$ cat config.mk
export PLATFORM = sky130hd
export DESIGN_NAME = hazard_ctrl_unit
export DESIGN_NICKNAME = d
export VERILOG_FILES = /design/src/rtl/hazard_ctrl_unit.sv
export SDC_FILE = /design/constraint.sdc
export NUM_CORES = 1
export LEC_CHECK = 0
export CAP_MARGIN = 10
export CORE_MARGIN = 5
export CORE_UTILIZATION = 41
export DETAILED_ROUTE_END_ITERATION = 10
export GPL_TIMING_DRIVEN = 0
export HOLD_SLACK_MARGIN = 0.03
export PLACE_DENSITY = 0.78
export REMOVE_ABC_BUFFERS = 1
export SYNTH_ARGS = -nofsm -noshare
export SYNTH_HDL_FRONTEND = slang
export SYNTH_SLANG_ARGS = --single-unit
$ cat constraint.sdc
create_clock -name CLK -period 1.94 [get_ports CLK]
set_input_delay 0.194 -clock CLK [delete_from_list [all_inputs] [get_ports CLK]]
set_output_delay 0.194 -clock CLK [all_outputs]
set_load 0.05 [all_outputs]
$ cat src/rtl/hazard_ctrl_unit.sv
// Pipeline hazard controller: load-use stall FSM, D-mem freeze, I-miss bubble, branch flush.
// Enables are combinational from state and current inputs; stall_cnt is registered.
module hazard_ctrl_unit #(
   parameter int NSRC     = 2,
   parameter int REG_W    = 5,
   parameter int LOAD_LAT = 1,
   parameter int CNT_W    = 32
) (
   input  logic                  CLK,
   input  logic                  RST,
   input  logic                  MemRead_EX,
   input  logic [REG_W-1:0]      wsel_EX,
   input  logic [NSRC*REG_W-1:0] rsel_ID,
   input  logic [NSRC-1:0]       rsel_vld_ID,
   input  logic                  branch_taken_EX,
   input  logic                  ihit,
   input  logic                  dmem_req,
   input  logic                  dhit,
   output logic                  PCWrite,
   output logic                  Write_IF_ID,
   output logic                  Write_ID_EX,
   output logic                  Write_EX_MEM,
   output logic                  Write_MEM_WB,
   output logic                  flush_IF_ID,
   output logic                  ctrlFlush,
   output logic [CNT_W-1:0]      stall_cnt
);

   localparam int CW = ($clog2(LOAD_LAT + 1) < 1) ? 1 : $clog2(LOAD_LAT + 1);
   localparam logic [CW-1:0] LAT_M1 = CW'(LOAD_LAT - 1);

   typedef enum logic {RUN, LU_STALL} state_t;

   state_t           r_state;
   logic [CW-1:0]    r_cnt;
   logic [CNT_W-1:0] r_stall_cnt;

   logic w_dwait;
   logic w_src_match;
   logic w_lu_hit;
   logic w_lu_stall;

   assign w_dwait = dmem_req & ~dhit;

   always_comb begin
      w_src_match = 1'b0;
      for (int i = 0; i < NSRC; i++) begin
         if (rsel_vld_ID[i] && (rsel_ID[i*REG_W +: REG_W] == wsel_EX))
            w_src_match = 1'b1;
      end
   end

   // Register 0 is hardwired, so a load targeting it never creates a dependency.
   assign w_lu_hit   = MemRead_EX & (wsel_EX != '0) & w_src_match;
   assign w_lu_stall = (r_state == LU_STALL) | w_lu_hit;

   always_comb begin
      PCWrite      = 1'b1;
      Write_IF_ID  = 1'b1;
      Write_ID_EX  = 1'b1;
      Write_EX_MEM = 1'b1;
      Write_MEM_WB = 1'b1;
      flush_IF_ID  = 1'b0;
      ctrlFlush    = 1'b0;
      if (RST) begin
         PCWrite      = 1'b0;
         Write_IF_ID  = 1'b0;
         Write_ID_EX  = 1'b0;
         Write_EX_MEM = 1'b0;
         Write_MEM_WB = 1'b0;
         flush_IF_ID  = 1'b1;
         ctrlFlush    = 1'b1;
      end else if (w_dwait) begin
         PCWrite      = 1'b0;
         Write_IF_ID  = 1'b0;
         Write_ID_EX  = 1'b0;
         Write_EX_MEM = 1'b0;
         Write_MEM_WB = 1'b0;
      end else if (branch_taken_EX) begin
         flush_IF_ID  = 1'b1;
         ctrlFlush    = 1'b1;
      end else if (w_lu_stall) begin
         PCWrite      = 1'b0;
         Write_IF_ID  = 1'b0;
         ctrlFlush    = 1'b1;
      end else if (!ihit) begin
         PCWrite      = 1'b0;
         flush_IF_ID  = 1'b1;
      end
   end

   // A freeze holds state and cnt, so dwait cycles stretch a stall without consuming it.
   always_ff @(posedge CLK) begin
      if (RST) begin
         r_state     <= RUN;
         r_cnt       <= '0;
         r_stall_cnt <= '0;
      end else begin
         if (!PCWrite)
            r_stall_cnt <= r_stall_cnt + CNT_W'(1);
         if (w_dwait) begin
            r_state <= r_state;
            r_cnt   <= r_cnt;
         end else if (branch_taken_EX) begin
            r_state <= RUN;
            r_cnt   <= '0;
         end else if (r_state == LU_STALL) begin
            r_cnt <= r_cnt - CW'(1);
            if (r_cnt == CW'(1))
               r_state <= RUN;
         end else if (w_lu_hit && (LOAD_LAT > 1)) begin
            r_state <= LU_STALL;
            r_cnt   <= LAT_M1;
         end
      end
   end

   assign stall_cnt = r_stall_cnt;

endmodule
==> flow_metrics.py <==
metrics = {
    "status": {
        "status": "finished, violations left",
        "violations": "negative setup slack",
    },
    "logic_synthesis": {
        "synth_top_family_by_area": "simple AND/OR/NAND/NOR gates",
        "synth_edf_count": 0,
        "synth_simple_gate_area_share": 0.3040,
        "yosys.area_share.adder": 0.006523,
        "synth_warnings": 0,
        "synthMuxAreaShare": 0.01109,
        "synthCells": 237,
        "ys_seq_elements": 34,
        "synth-seq-area-share": 0.3549,
        "synthXorXnorAreaFrac": 0.05479,
        "synth-async-reset-ratio": 0,
        "synth-compound-area-share": 0.2211,
        "ys_types": 42,
        "avgSynthCellArea_um2": 8.093,
        "synth_area_um2": 1918,
        "synth_top_flop_cell": "dfxtp_1",
    },
    "die": {
        "ioPinCount": 63,
        "design.die.area_um2": 6146,
        "rows": 24,
        "core_um2": 4444,
        "start_util": 0.4316,
        "die-width_um": 78.40,
        "die_height_um": 78.40,
    },
    "sta": {
        "timing.final.ws_setup_ns": -0.05120,
        "tns_ns": -0.1708,
        "hold_viol": 0,
        "fin_crit_sh": 1.026,
        "slew-limit-headroom": 0.6470,
        "fmax_mhz": 502.2,
        "tightestPinTransition_ns": 0.5278,
        "rsz0062_at_grt": "yes",
        "finClkSkew_ns": 0.006763,
        "slew_viol_final": 0,
        "fin_crit_ns": 1.991,
        "setup_violations": 5,
    },
    "global_route": {
        "antenna_found_initial": 0,
        "gr-total-overflow": 0,
        "grt_pass1_vias": 2275,
        "grt_max_degree": 22,
        "grt_pass1_wl_mm": 11.14,
        "grt.total_usage": 0.2240,
    },
    "drt": {
        "viasPerCell": 6.121,
        "ant_nets": 0,
        "vias": 2369,
        "drt_iter0_drc": 228,
        "wl_per_cell_um": 18.78,
        "dr.pass1.iters": 4,
        "drc": 0,
        "wl_mm": 7.268,
    },
    "flow_run": {
        "drv_cap": 0,
    },
    "setup_path": {
        "critPathKind": "flop to flop",
        "worstPathRequired_ns": 2.17,
        "r2r_cells": 6,
        "worstSetupStartpointType": "flop",
        "crit_arrival_ns": 2.22,
        "critPathCaptureType": "flop",
        "path_max_fanout": 6,
    },
    "power_and_ir_drop": {
        "p_seq_frac": 0.448,
        "p_switching_uw": 468.6,
        "pwr-share-clk": 0.318,
        "p_int_uw": 1126,
        "p_comb_frac": 0.235,
        "switching_share": 0.2939,
        "peakVddDrop_v": 0.0002937,
        "pwr_density_cell_nw_per_um2": 490.3,
        "power.leakage_uw": 0.001200,
    },
    "clock_network": {
        "clk_pin_slew_ns": 0.07,
        "clk_latency_ns": 0.29,
        "cts_tree": "built",
        "cts-root-buf": "clkbuf_8",
        "clock_sinks": 34,
        "htree_levels": 2,
        "numCtsBuffers": 5,
        "clockBufferDepth": 2,
    },
    "placement": {
        "hpwl_mm": 3.874,
        "dp_worst_setup_slack_ns": -1.449,
        "port-buffer-count": 62,
        "finalWeightedCongestion": 0.7534,
    },
    "layout": {
        "nets": 360,
        "antenna_cells": 0,
        "fin_util": 0.7317,
        "syn2layout_area_growth_pct": 69.54,
        "drive_gt1_frac": 0.3582,
    },
    "min_path": {
        "worstHoldPathCells": 2,
        "min_path_type": "primary input to flop",
    },
}
-- what timing repair did --
item                       in CTS  in global routing
pin swaps                      38                 25
cloned                          3                  0
setup endpoints to repair      38                 38
gates resized for setup        97                 47
setup buffers                  32                  8
hold buffers                    0                  0
-- synth_stat cells, types with 2 or more instances --
cell      instances  area [um2]
a21oi_1          28       140.1
and2_1            4       25.02
and3_1            5       31.28
and4_1            3       26.28
buf_4             2       15.01
clkbuf_1         11       41.29
dfxtp_1          34       680.7
inv_1             5       18.77
nand2_1          20       75.07
nand2b_1          2       12.51
nand3_1           9       45.04
nand4_1           6       37.54
nor2_1           10       37.54
nor2b_1           3       18.77
nor3_1            2       10.01
nor4_1            2       12.51
o211ai_1          2       15.01
o21ai_0          12       60.06
o31ai_1          18       135.1
or3_1            12       75.07
or4_1            14       105.1
or4_2             3       26.28
xnor2_1          11       96.34
-- metal layers --
layer	vias to the layer above	global-route usage	wire length, um	part of all wire
li1	1094	-	-	-
met1	1125	0.2682	2837	0.39
met2	120	0.3844	3638	0.50
met3	30	0.05378	524	0.072
met4	0	0.09266	267	0.037
met5	-	0	0	0
-- power by group through the flow --
| stage | Clock, uW | Sequential (uW) | Combinational, uW |
|---|---|---|---|
| global route | 538 | 715 | 395 |
| finish | 507 | 714 | 374 |
| floorplan | 0 | 759 | 109 |
| CTS | 503 | 714 | 357 |
| global placement | 0 | 735 | 252 |
| detailed placement | 0 | 735 | 275 |
-- layout make-up --
type,instances,area (um2)
Inverter,5,18.77
Tap cell,52,65.06
Sequential cell,34,721.9
Multi-Input combinational cell,183,1333
Clock buffer,7,76.32
Fill cell,325,1192
Timing Repair Buffer,106,1037
-- cells by family after synthesis --
group / after synthesis
simple gates: 99
compound gates: 69
flops: 34
buf+inv: 20
xor+xnor: 12
mux: 2
fa+ha+maj: 1
-- registers in the layout, indices dropped and copies added (netlist names) --
| signal | count |
|---|---|
| r_state | 1 |
| stall_cnt | 32 |
| r_cnt | 1 |
-- per-stage QoR --
step                instances  hold slack [ns]  power (uW)  area [um2]
floorplan                 222           0.2631       868.2        1846
global placement          336           0.4662       986.3        2531
detailed placement        338           0.4835        1010        2590
CTS                       380           0.4754        1574        3132
global route              387           0.3674        1647        3252
finish                    387           0.3296        1594        3252
-- worst max-delay path, cell delays in order, from the launching register on --
cell     delay [ns]
dfxtp_4        0.34
and4_4         0.24
nand4_4        0.12
or3_4          0.42
or2_4          0.27
or4_1          0.40
a21oi_1        0.14
-- layout by cell type, fill, tap and decap left out, drive strengths merged, types with 2 or more instances in the layout --
master and n:
inv 5, o31ai 18, nor2 10, nand4 7, clkbuf 14, buf 48
a21oi 28, nand2 20, o21ai 13, or3 13, dlygate4sd2 8, o211ai 2
and3 5, dfxtp 34, nand2b 2, clkdlybuf4s15 2, nor3 2, and2 4
nand3 9, xnor2 11, nor4 2, or4 17, and4 3, nor2b 3
dlymetal6s2s 3, clkdlybuf4s50 37
-- path summary, 6_finish.rpt --
| kind | start | end | slack [ns] |
|---|---|---|---|
| setup / recovery | stall_cnt[11]$_SDFFE_PP0N_ | stall_cnt[23]$_SDFFE_PP0N_ | -0.05 |
| hold / removal | RST | stall_cnt[1]$_SDFFE_PP0N_ | 0.33 |
| setup reg to reg | stall_cnt[11]$_SDFFE_PP0N_ | stall_cnt[23]$_SDFFE_PP0N_ | -0.05 |
| hold reg to reg | stall_cnt[25]$_SDFFE_PP0N_ | stall_cnt[25]$_SDFFE_PP0N_ | 0.51 |
No activity file was read; power rests on OpenSTA's default activity.
